`src/rtl/regfile_pkg.sv`:
```
// Shared types and defaults for the register-file writeback path.
// Used by the writeback arbiter and its round-robin sub-arbiter.
package regfile_pkg;

    localparam int DATA_W_DEF = 32;
    localparam int ADDR_W_DEF = 5;

    typedef enum logic {
        SRC_ALU = 1'b0,
        SRC_MEM = 1'b1
    } src_e;

    // "reg" is a keyword, so the destination field is named idx.
    typedef struct packed {
        logic [ADDR_W_DEF-1:0] idx;
        logic [DATA_W_DEF-1:0] data;
    } wb_req_t;

endpackage

```
`src/rtl/rr_arb2.sv`:
```
// Two-request round-robin arbiter: bit 0 is the ALU side, bit 1 the MEM side.
// On a tie the side not granted most recently wins; the pointer moves only on advance.
module rr_arb2
    import regfile_pkg::*;
(
    input  logic       clk,
    input  logic       rst_n,
    input  logic [1:0] req,
    input  logic       advance,
    output logic [1:0] grant
);

    src_e last_q;
    src_e last_d;

    always_comb begin
        grant = 2'b00;
        if (req[0] && (!req[1] || last_q == SRC_MEM)) begin
            grant[0] = 1'b1;
        end else if (req[1]) begin
            grant[1] = 1'b1;
        end
    end

    always_comb begin
        last_d = last_q;
        if (advance && grant[1]) begin
            last_d = SRC_MEM;
        end else if (advance && grant[0]) begin
            last_d = SRC_ALU;
        end
    end

    // Reset to MEM so the ALU wins the first tie.
    always_ff @(posedge clk) begin
        if (!rst_n) begin
            last_q <= SRC_MEM;
        end else begin
            last_q <= last_d;
        end
    end

endmodule

```
`src/rtl/regfile_wb_arbiter.sv`:
```
// Writeback arbiter for the register file write port plus the pending-write
// scoreboard that decode uses to stall on read-after-write hazards.
module regfile_wb_arbiter
    import regfile_pkg::*;
#(
    parameter int DATA_W = DATA_W_DEF,
    parameter int ADDR_W = ADDR_W_DEF
) (
    input  logic                 CLK,
    input  logic                 RST,
    input  logic                 alu_valid,
    input  logic [ADDR_W-1:0]    alu_reg,
    input  logic [DATA_W-1:0]    alu_data,
    output logic                 alu_ready,
    input  logic                 mem_valid,
    input  logic [ADDR_W-1:0]    mem_reg,
    input  logic [DATA_W-1:0]    mem_data,
    output logic                 mem_ready,
    input  logic                 issue_valid,
    input  logic [ADDR_W-1:0]    issue_reg,
    input  logic                 flush,
    output logic [2**ADDR_W-1:0] busy_mask,
    output logic                 RegWre,
    output logic [ADDR_W-1:0]    WriteReg,
    output logic [DATA_W-1:0]    WriteData
);

    localparam int NREG = 2**ADDR_W;

    logic [1:0]        grant;
    logic              xfer;
    src_e              sel_src;
    logic [ADDR_W-1:0] sel_reg;
    logic [DATA_W-1:0] sel_data;

    logic              we_q,    we_d;
    logic [ADDR_W-1:0] wreg_q,  wreg_d;
    logic [DATA_W-1:0] wdata_q, wdata_d;
    logic [NREG-1:0]   busy_q,  busy_d;

    rr_arb2 u_arb (
        .clk     (CLK),
        .rst_n   (RST),
        .req     ({mem_valid, alu_valid}),
        .advance (xfer),
        .grant   (grant)
    );

    assign alu_ready = RST & grant[0];
    assign mem_ready = RST & grant[1];
    assign xfer      = alu_ready | mem_ready;

    assign sel_src  = grant[1] ? SRC_MEM : SRC_ALU;
    assign sel_reg  = (sel_src == SRC_MEM) ? mem_reg  : alu_reg;
    assign sel_data = (sel_src == SRC_MEM) ? mem_data : alu_data;

    // Writes to r0 still consume the grant but never reach the register file.
    always_comb begin
        we_d    = 1'b0;
        wreg_d  = wreg_q;
        wdata_d = wdata_q;
        if (xfer && sel_reg != '0) begin
            we_d    = 1'b1;
            wreg_d  = sel_reg;
            wdata_d = sel_data;
        end
    end

    // Per-register busy bit: flush beats issue, and issue beats the clearing write.
    genvar gi;
    generate
        for (gi = 0; gi < NREG; gi++) begin : g_busy
            if (gi == 0) begin : g_zero
                assign busy_d[gi] = 1'b0;
            end else begin : g_bit
                assign busy_d[gi] = !flush &&
                    ((issue_valid && issue_reg == ADDR_W'(gi)) ||
                     (busy_q[gi] && !(we_q && wreg_q == ADDR_W'(gi))));
            end
        end
    endgenerate

    always_ff @(posedge CLK) begin
        if (!RST) begin
            we_q    <= 1'b0;
            wreg_q  <= '0;
            wdata_q <= '0;
            busy_q  <= '0;
        end else begin
            we_q    <= we_d;
            wreg_q  <= wreg_d;
            wdata_q <= wdata_d;
            busy_q  <= busy_d;
        end
    end

    assign RegWre    = we_q;
    assign WriteReg  = wreg_q;
    assign WriteData = wdata_q;
    assign busy_mask = busy_q;

endmodule

```
`config.mk`:
```
export PLATFORM = sky130hd
export DESIGN_NAME = regfile_wb_arbiter
export DESIGN_NICKNAME = d
export VERILOG_FILES = /design/src/rtl/regfile_pkg.sv /design/src/rtl/rr_arb2.sv /design/src/rtl/regfile_wb_arbiter.sv
export SDC_FILE = /design/constraint.sdc
export NUM_CORES = 1
export LEC_CHECK = 0
export BUFFER_PORTS_ARGS = -buffer_cell sky130_fd_sc_hd__buf_2
export CAP_MARGIN = 20
export CORE_MARGIN = 5
export CORE_UTILIZATION = 41
export CTS_CLUSTER_SIZE = 24
export DETAILED_ROUTE_END_ITERATION = 8
export PLACE_DENSITY_LB_ADDON = 0.05
export SLEW_MARGIN = 25
export SYNTH_ARGS = -nofsm -noshare
export SYNTH_HDL_FRONTEND = slang
export SYNTH_SLANG_ARGS = --single-unit
```
`constraint.sdc`:
```
create_clock -name CLK -period 2.55 [get_ports CLK]
set_input_delay 0.1275 -clock CLK [delete_from_list [all_inputs] [get_ports CLK]]
set_output_delay 0.1275 -clock CLK [all_outputs]
set_load 0.05 [all_outputs]
```
==> impl_metrics.toml, run 1 <==
[outcome]
status = "finished clean"

[clock_tree]
cts_sinks = 70
worstSkewPairLatency_ps = 340
clkSlewWorstSetupHoldPaths_ps = 60
post_cts_buffers = 0
cts_buffers = 9
post_cts_resized = 0
cts_root_buf = "clkbuf_8"
cts_tree = "yes"
cts.htree.levels = 3
clockBufferDepth = 2
holdBufCountCts = 0

[yosys]
synth_top_family_by_area = "multiplexers"
synthTopCellsByArea = "dfxtp_1 (43%), mux2i_1 (21%), nand2_1 (8.8%)"
synth.top_cell.area_share = 0.434
yosys_warnings = 0
ys_ff_latch = 70
synth_top_area_cell = "dfxtp_1"
yosysSeqAreaShare = 0.434
yosys.area_share.simple = 0.172
synth_compound_area_frac = 0.133
synthMuxAreaShare = 0.211
syn_inst = 361
synthXorXnorAreaFrac = 0
synth_cell_types = 33
syn_avg_cell_area_um2 = 8.95
synthesis.nets = 446
synthAdderAreaFrac = 0
synth_area_um2 = 3230

[power_and_ir_drop]
p_int_w = 0.00182
pwr-share-seq = 0.449
power.switching_w = 0.000879
power_density_nw_per_um2 = 641
p_leak_nw = 2.14
p_clk_frac = 0.310
power_switching_share = 0.325
vdd_ir_drop_max_v = 0.000375
power_frac_comb = 0.242

[timing]
fmax_ghz = 0.575
hold_viol = 0
tns_ps = 0
rsz0062_at_grt = "false"
worst_slew_pin_slew_ps = 670
period_needed_ps = 1740
relSlewSlack = 0.552
finalCritPeriodShare = 0.682
drv_slew = 0
finalSetupViolations = 0
finClkSkew_ps = 5.91

[die]
io_pins = 157
die-area_um2 = 9750
core_um2 = 7690
die_x_um = 98.8
start_util = 0.420
dieHeight_um = 98.8
row_count = 32

[placement]
place_area_um2 = 4030
numPortBuffers = 155
gp_congestion = 0.757
dp_hpwl_mm = 6.70

[global_routing]
grt_pass1_vias = 2976
grt_max_degree = 42
antenna_found_initial = 0
grt_pass1_wl_mm = 14.1
grt-ovfl-total = 0
track_usage = 0.178

[flow_run]
cap_violations = 0

[worst_setup_path]
crit_type = "reg -> out"
path_max_fanout = 18
ff2ff_setup_slack_ps = 1030
reg2regPathDepth = 5
critical_path_required_ps = 2420
startpoint_type = "flip-flop"
r2r_start = "u_arb.last_q"
rr_endpoint = "WriteData[3]"
critPathCaptureType = "output pin"
arrival_ps = 1610

[routing]
avgViaCountPerCell = 4.85
ant_nets = 0
wl_per_cell_um = 14.1
first_pass_iters = 4
drc_errors = 0
routed_wl_mm = 8.74
drtIter0Drc = 93
vias = 3000

[cells_and_area]
nets = 597
design_area_um2 = 4210
layout-drive-gt1-share = 0.355
final_cell_mix = "buf_2 (155), nand2_1 (76), dfxtp_1 (70)"
final_common_cell = "buf_2"
diodes = 0
area_growth_pct = 30.5

[min_path]
hold_start = "mem_valid"
min_path_type = "in -> reg"
hold_end = "u_arb.last_q"
min_delay_path_depth = 3
[registers in the layout, indices dropped and copies added, names as in the netlist]
signal and flops:
busy_mask 31, WriteReg 5, WriteData 32, u_arb.last_q 1
RegWre 1
[critical path, cell delays in order (launching register included)]
cell and delay (ps):
dfxtp_1 380, a21bo_2 250, buf_4 330, nor2_1 90, buf_2 220
[logic make-up (layout without fill, tap and decap cells)]
kind of cell,count (synthesis),count (layout)
DFF,70,70
muxes,68,68
and+or+nand+nor,122,122
buffers and inverters,23,178
AOI/OAI and AO/OA,77,77
other,1,1
[final cells by class]
cell class,count,area [um^2]
Fill cell,751,3470
Multi-Input combinational cell,268,1670
Sequential cell,70,1400
Timing Repair Buffer,162,828
Clock buffer,15,186
Tap cell,102,128
Inverter,1,3.75
[cell usage after synthesis]
master / number
nand4b_1: 2
a21oi_1: 34
clkbuf_1: 13
o21ai_4: 1
nor2b_1: 3
inv_1: 1
nor4_2: 1
mux2i_1: 68
o22ai_1: 1
a31oi_1: 1
a31o_2: 2
nand4_1: 1
o21ai_1: 1
buf_4: 5
dfxtp_1: 70
nor4_1: 1
buf_6: 1
conb_1: 1
nor3_1: 5
o21ai_0: 33
and3b_1: 1
nand3_1: 2
and4b_1: 2
nor2_1: 13
a311o_1: 2
nand2_1: 76
or2_2: 2
nand2b_1: 11
a21boi_2: 1
and2_0: 1
nand3b_1: 1
a21bo_1: 1
buf_12: 3
[metrics by stage]
stage                     setup slack (ps)  utilization  power [W]  std cells  hold WS, ps
after floorplan                        796            -    0.00171        361          260
after global placement                1090        0.524    0.00189        603          385
after detailed placement              1050        0.524    0.00190        603          404
after CTS                              786        0.548    0.00274        618         40.6
after global routing                   713        0.548    0.00283        618         59.3
final                                  810        0.548    0.00270        618         57.1
[routing by layer]
metal | vias to the layer above | track usage | share of wire
met4 | 0 | 0.0662 | 0.015
met3 | 11 | 0.0531 | 0.075
li1 | 1552 | - | -
met5 | - | 0 | 0
met2 | 98 | 0.296 | 0.48
met1 | 1339 | 0.216 | 0.43
[power groups by stage]
stage	Combinational, W	Sequential [W]	Clock [W]
6_report	0.000653	0.00121	0.000838
5_1_grt	0.000701	0.00122	0.000904
4_1_cts	0.000662	0.00121	0.000864
3_5_place_dp	0.000661	0.00124	0
3_3_place_gp	0.000654	0.00124	0
2_1_floorplan	0.000246	0.00147	0
[worst max path at each step]
stage	slack, ps	to	cells after the start	startpoint
after floorplan	800	mem_ready	5	u_arb.last_q
after global placement	1090	WriteData[13]	5	u_arb.last_q
after detailed placement	1050	WriteData[19]	5	u_arb.last_q
after CTS	790	mem_ready	4	u_arb.last_q
after global routing	710	mem_ready	4	u_arb.last_q
final	810	mem_ready	4	u_arb.last_q
Power figures use the tool's default switching activity.
==> run 2, diff against run 1 <==
--- a/config.mk
+++ b/config.mk
@@ -5,6 +5,7 @@
 export SDC_FILE = /design/constraint.sdc
 export NUM_CORES = 1
 export LEC_CHECK = 0
+export ABC_AREA = 1
 export BUFFER_PORTS_ARGS = -buffer_cell sky130_fd_sc_hd__buf_2
 export CAP_MARGIN = 20
 export CORE_MARGIN = 5
==> constraint.sdc (replaced) <==
create_clock -name CLK -period 1.54 [get_ports CLK]
set_input_delay 0.077 -clock CLK [delete_from_list [all_inputs] [get_ports CLK]]
set_output_delay 0.077 -clock CLK [all_outputs]
set_load 0.05 [all_outputs]
==> run 2 against run 1 <==
- the run now ends with negative setup slack left
- clock power up 58%
- wire length up 36%
- combinational power up 120%
- clock skew down 1.2 ps
- core utilization up 1.8 points
- die area up 14%
- sequential share of layout area down 5.1 points
- global-route usage up 2.0 points
- highest routed layer unchanged
==> impl_metrics.toml, run 2 <==
[timing]
whs_ps = 128
finalCritPeriodShare = 1.02
drv_slew = 0
worst_slew_pin_slew_ps = 606
relSlewSlack = 0.596
finClkSkew_ps = 4.67
hold_viol = 0
rsz0062_at_grt = "true"
worst_slack_ps = -32.0
fmax_ghz = 0.636
finalSetupViolations = 27
period_needed_ps = 1570

[global_routing]
grt-ovfl-total = 0
track_usage = 0.197
grt_pass1_wl_mm = 18.2
antenna_found_initial = 0
grt_max_degree = 37
grt_pass1_vias = 3878

[outcome]
violations = "negative setup slack"
status = "finished with violations"

[routing]
vias = 4098
ant_nets = 0
routed_wl_mm = 11.9
drc_errors = 0
first_pass_iters = 4
wl_per_cell_um = 14.0
drtIter0Drc = 176
avgViaCountPerCell = 4.84

[yosys]
ys_ff_latch = 70
synthAdderAreaFrac = 0
yosysSeqAreaShare = 0.375
synth_top_family_by_area = "simple AND/OR/NAND/NOR gates"
yosys.area_share.simple = 0.419
synth_area_um2 = 3740
synth_common_cells = "nand2_1 (158), nor2_1 (77), nand3_1 (75)"
synth_top_area_cell = "dfxtp_1"
synthMuxAreaShare = 0
synthTopCellsByArea = "dfxtp_1 (38%), nand2_1 (16%), nand3_1 (10%)"
ys.flop_type = "dfxtp_1"
synth_edf_count = 0
synth_compound_area_frac = 0.0908
synthXorXnorAreaFrac = 0
synthArstFlopShare = 0
yosys_warnings = 0
synth_cell_types = 29
synth.top_cell.area_share = 0.375
yosysMostFrequentCell = "nand2_1"
synthesis.nets = 660
syn_avg_cell_area_um2 = 6.50
syn_inst = 575

[power_and_ir_drop]
p_leak_nw = 2.65
vdd_ir_drop_max_v = 0.000480
power_frac_comb = 0.299
pwr-share-seq = 0.423
p_int_w = 0.00297
p_clk_frac = 0.278
power_switching_share = 0.374
power_density_nw_per_um2 = 951
power.switching_w = 0.00177

[worst_setup_path]
critPathBufInv = 2
cp_slowest_cell = "dfxtp_4"
arrival_ps = 1820
crit_top_cell = "nor2_1"
crit_chain = "nand2_8, nand2_4, o21ai_2, nand2_2, o21bai_4, buf_12, inv_8, nor2_1, nor2_1"
r2r_start = "u_arb.last_q"
cp-endpoint = "WriteReg[1]"
crit_type = "reg -> reg"
rr_endpoint = "WriteReg[1]"
path_depth = 9
cp_top_family = "simple AND/OR/NAND/NOR gates"
reg2regPathDepth = 9
critPathCaptureType = "flip-flop"
critical_path_required_ps = 1790
startpoint_type = "flip-flop"
path_max_fanout = 18
cp_slowest_stage_delay_ps = 370
startpoint = "u_arb.last_q"
ff2ff_setup_slack_ps = -30

[die]
row_count = 34
dieHeight_um = 105
io_pins = 157
start_util = 0.424
die_x_um = 105
core_um2 = 8810
die-area_um2 = 11100

[clock_tree]
cts_root_buf = "clkbuf_8"
cts_tree = "yes"
clkSlewWorstSetupHoldPaths_ps = 70
worstSkewPairLatency_ps = 350
clockBufferDepth = 2
cts_sinks = 70
cts_buffers = 9
cts.htree.levels = 3

[cells_and_area]
fill_cells = 879
nets = 819
diodes = 0
area_growth_pct = 33.5
final_common_cell = "buf_2"
fin_util = 0.566
largest_register_ffs = 32
final_cell_mix = "buf_2 (155), nand2_1 (153), nor2_1 (77)"
layout-drive-gt1-share = 0.346

[placement]
dp_hpwl_mm = 8.38
gp_congestion = 0.877
numPortBuffers = 155

[min_path]
min_path_type = "in -> reg"

[flow_run]
cap_violations = 0
==> run 2: layout make-up <==
class | instances | area, um^2 | area share
clock buffer | 11 | 141 | 0.0283
clock inverter | 5 | 25.0 | 0.00502
inverter | 61 | 244 | 0.0489
multi-input combinational | 413 | 1990 | 0.399
sequential | 70 | 1410 | 0.282
tap | 108 | 135 | 0.0271
timing repair buffer | 176 | 1020 | 0.204
timing repair inverter | 3 | 28.8 | 0.00577
==> run 2: how the worst min path moves through the flow <==
stage                            start             to  slack, ps  cells past startpoint
after floorplan                    RST    WriteReg[2]        290                      2
after global placement             RST    WriteReg[3]        380                      3
after detailed placement           RST    WriteReg[0]        370                      3
after CTS                 alu_data[15]  WriteData[15]        120                      7
after global routing        alu_reg[2]    WriteReg[2]        160                      5
final                     alu_data[15]  WriteData[15]        130                      7
==> run 2: cells by family after synthesis <==
group	count (synthesis)
buffers and inverters	93
flip-flops	70
AO/OA/AOI/OAI	57
other	1
AND/OR/NAND/NOR	354
==> run 2: power by group through the flow <==
stage          logic [W]  clock network, W  registers (W)
6_report         0.00142           0.00132        0.00201
3_3_place_gp     0.00131                 0        0.00204
4_1_cts          0.00132           0.00134        0.00200
2_1_floorplan   0.000620                 0        0.00239
3_5_place_dp     0.00132                 0        0.00204
5_1_grt          0.00155           0.00143        0.00202
==> run 2: per-layer routing <==
layer | up-vias | global-route usage | routed length [um]
li1 | 2114 | - | -
met1 | 1813 | 0.249 | 5230
met2 | 153 | 0.339 | 5670
met3 | 18 | 0.0391 | 826
met4 | 0 | 0.0628 | 164
met5 | - | 0 | 0
==> run 2: timing repair <==
action / 4_1_cts / 5_1_grt
setup buffers: 0 / 6
cloned: 0 / 6
hold endpoints to repair: 1 / 0
resized for setup: 1 / 25
endpoints found under the setup margin: 36 / 39
hold buffers: 1 / 0
pin swaps: 0 / 8
==> run 2: tightest hold or removal path, cell delays in order <==
cell	delay (ps)
buf_2	70
nand2_1	40
nand2_1	50
inv_1	30
nand3_1	60
nand2_1	40
nor2_1	70
==> run 2: through the flow <==
stage                     area, um^2  std cells  worst slack, ps  total power [W]  TNS [ps]
after floorplan                 3740        575             23.5          0.00301         0
after global placement          4570        818            0.461          0.00335         0
after detailed placement        4570        818            -79.1          0.00336     -1400
after CTS                       4750        835             6.95          0.00467         0
after global routing            4990        847             -101          0.00500     -2710
final                           4990        847            -32.0          0.00474      -415
==> run 3, diff against run 2 <==
--- a/config.mk
+++ b/config.mk
@@ -5,7 +5,6 @@
 export SDC_FILE = /design/constraint.sdc
 export NUM_CORES = 1
 export LEC_CHECK = 0
-export ABC_AREA = 1
 export BUFFER_PORTS_ARGS = -buffer_cell sky130_fd_sc_hd__buf_2
 export CAP_MARGIN = 20
 export CORE_MARGIN = 5
==> run 3 against run 2 <==
- the run now ends clean
- clock skew increased by 5.0 ps
- global-route usage decreased by 1.4 points
- flip-flop and latch count unchanged
- worst setup slack improved by 76 ps
==> impl_metrics.toml, run 3 (synthesis gave the netlist of run 1 again) <==
[global_routing]
grt_pass1_vias = 3051
grt-ovfl-total = 0
grt_pass1_wl_mm = 14.6
track_usage = 0.183
grt_max_degree = 32
antenna_found_initial = 0

[clock_tree]
cts_buffers = 9
cts.htree.levels = 3
worstSkewPairLatency_ps = 340
cts_sinks = 70
clockBufferDepth = 2
cts_tree = "yes"
clkSlewWorstSetupHoldPaths_ps = 80
cts_root_buf = "clkbuf_8"

[worst_setup_path]
critical_path_required_ps = 1460
cp_slowest_cell = "dfxtp_4"
crit_chain = "a21bo_4, buf_6, nor2_2, buf_6"
r2r_start = "u_arb.last_q"
cp_slowest_stage_delay_ps = 370
crit_top_cell = "buf_6"
crit_type = "reg -> out"
path_depth = 4
reg2regPathDepth = 5
critPathBufInv = 2
arrival_ps = 1420
critPathCaptureType = "output pin"
startpoint_type = "flip-flop"
path_max_fanout = 9
rr_endpoint = "WriteData[6]"
cp_top_family = "flip-flops"
ff2ff_setup_slack_ps = 80

[timing]
whs_ps = 12.0
hold_viol = 0
worst_slew_pin_slew_ps = 529
relSlewSlack = 0.646
period_needed_ps = 1500
rsz0062_at_grt = "true"
drv_slew = 0
finalCritPeriodShare = 0.971
finClkSkew_ps = 9.63
finalSetupViolations = 0
worst_slack_ps = 44.3
fmax_ghz = 0.669

[cells_and_area]
regArea_um2 = 1410
final_cell_mix = "buf_2 (153), nand2_1 (75), dfxtp_1 (69)"
largest_register_ffs = 32
final_common_cell = "buf_2"
layout-drive-gt1-share = 0.364
diodes = 0
fill_cells = 728
multi_input_area_um2 = 1700
nets = 618
area_growth_pct = 40.4

[flow_run]
cap_violations = 0

[min_path]
hold_end = "WriteData[29]"
min_delay_path_depth = 3
min_path_type = "in -> reg"
hold_start = "alu_data[29]"

[routing]
routed_wl_mm = 9.19
wl_per_cell_um = 14.4
drc_errors = 0
first_pass_iters = 4
drtIter0Drc = 70
avgViaCountPerCell = 4.96
ant_nets = 0
vias = 3174

[placement]
post-place-ws_ps = 29.8
dp_hpwl_mm = 6.76
numPortBuffers = 155
gp_congestion = 0.824

[outcome]
status = "finished clean"

[die]
dieHeight_um = 98.8
io_pins = 157
die_x_um = 98.8
core_um2 = 7690
row_count = 32
die-area_um2 = 9750
start_util = 0.420

[power_and_ir_drop]
p_leak_nw = 2.29
power_density_nw_per_um2 = 1060
finalPower_w = 0.00481
vdd_ir_drop_max_v = 0.000524
[run 3: cell types whose count changed in the layout (fill, tap and decap cells not counted), moves of 11 or more]
cell,change
a21oi_1,+11
dlygate4sd3_1,+12
inv_1,-55
mux2i_1,+67
nand2_1,-78
nand2b_1,+11
nand3_1,-68
nor2_1,-65
nor2_2,-27
o21ai_0,+13
[run 3: worst max path at each step]
| stage | startpoint | end | slack (ps) |
|---|---|---|---|
| 6_report | u_arb.last_q | mem_ready | 40 |
| 5_1_grt | u_arb.last_q | WriteData[23] | -9 |
| 4_1_cts | mem_valid | mem_ready | 30 |
| 3_5_place_dp | u_arb.last_q | WriteData[5] | 30 |
| 3_3_place_gp | u_arb.last_q | WriteData[9] | 100 |
| 2_1_floorplan | u_arb.last_q | mem_ready | 60 |
[run 3: area by class of cell]
| class | instances | area share |
|---|---|---|
| Clock buffer | 12 | 0.0320 |
| Clock inverter | 4 | 0.0155 |
| Inverter | 1 | 0.000828 |
| Multi-Input combinational cell | 268 | 0.374 |
| Sequential cell | 70 | 0.310 |
| Tap cell | 102 | 0.0281 |
| Timing Repair Buffer | 183 | 0.240 |
[run 3: power by group]
group / switching [W] / internal (W)
clock network: 0.000677 / 0.000953
logic: 0.000766 / 0.000403
registers: 0.0000840 / 0.00193
total: 0.00153 / 0.00328
[run 3: timing repair]
item	in CTS	in global routing
pin swaps	0	1
cloned	0	2
endpoints found under the setup margin	1	37
hold buffers	14	0
endpoints found under the hold margin	11	0
gates resized for setup	4	9
setup buffers	0	2
[run 3: metal layers]
metal / part of all wire / vias to the layer above / GRT usage
met5: 0 / - / 0
met4: 0.016 / 0 / 0.0672
li1: - / 1594 / -
met1: 0.44 / 1449 / 0.237
met2: 0.46 / 117 / 0.291
met3: 0.081 / 14 / 0.0510
[run 3: worst min-delay path, stage by stage]
cell	delay [ps]
buf_2	70
mux2i_1	60
mux2i_1	110
[run 3: per-stage QoR]
step	std cells	TNS [ps]	util	instance area (um^2)
after floorplan	361	0	-	3230
after global placement	607	0	0.531	4090
after detailed placement	607	0	0.531	4090
after CTS	637	0	0.580	4460
after global routing	640	-9.10	0.590	4530
final	640	0	0.590	4530
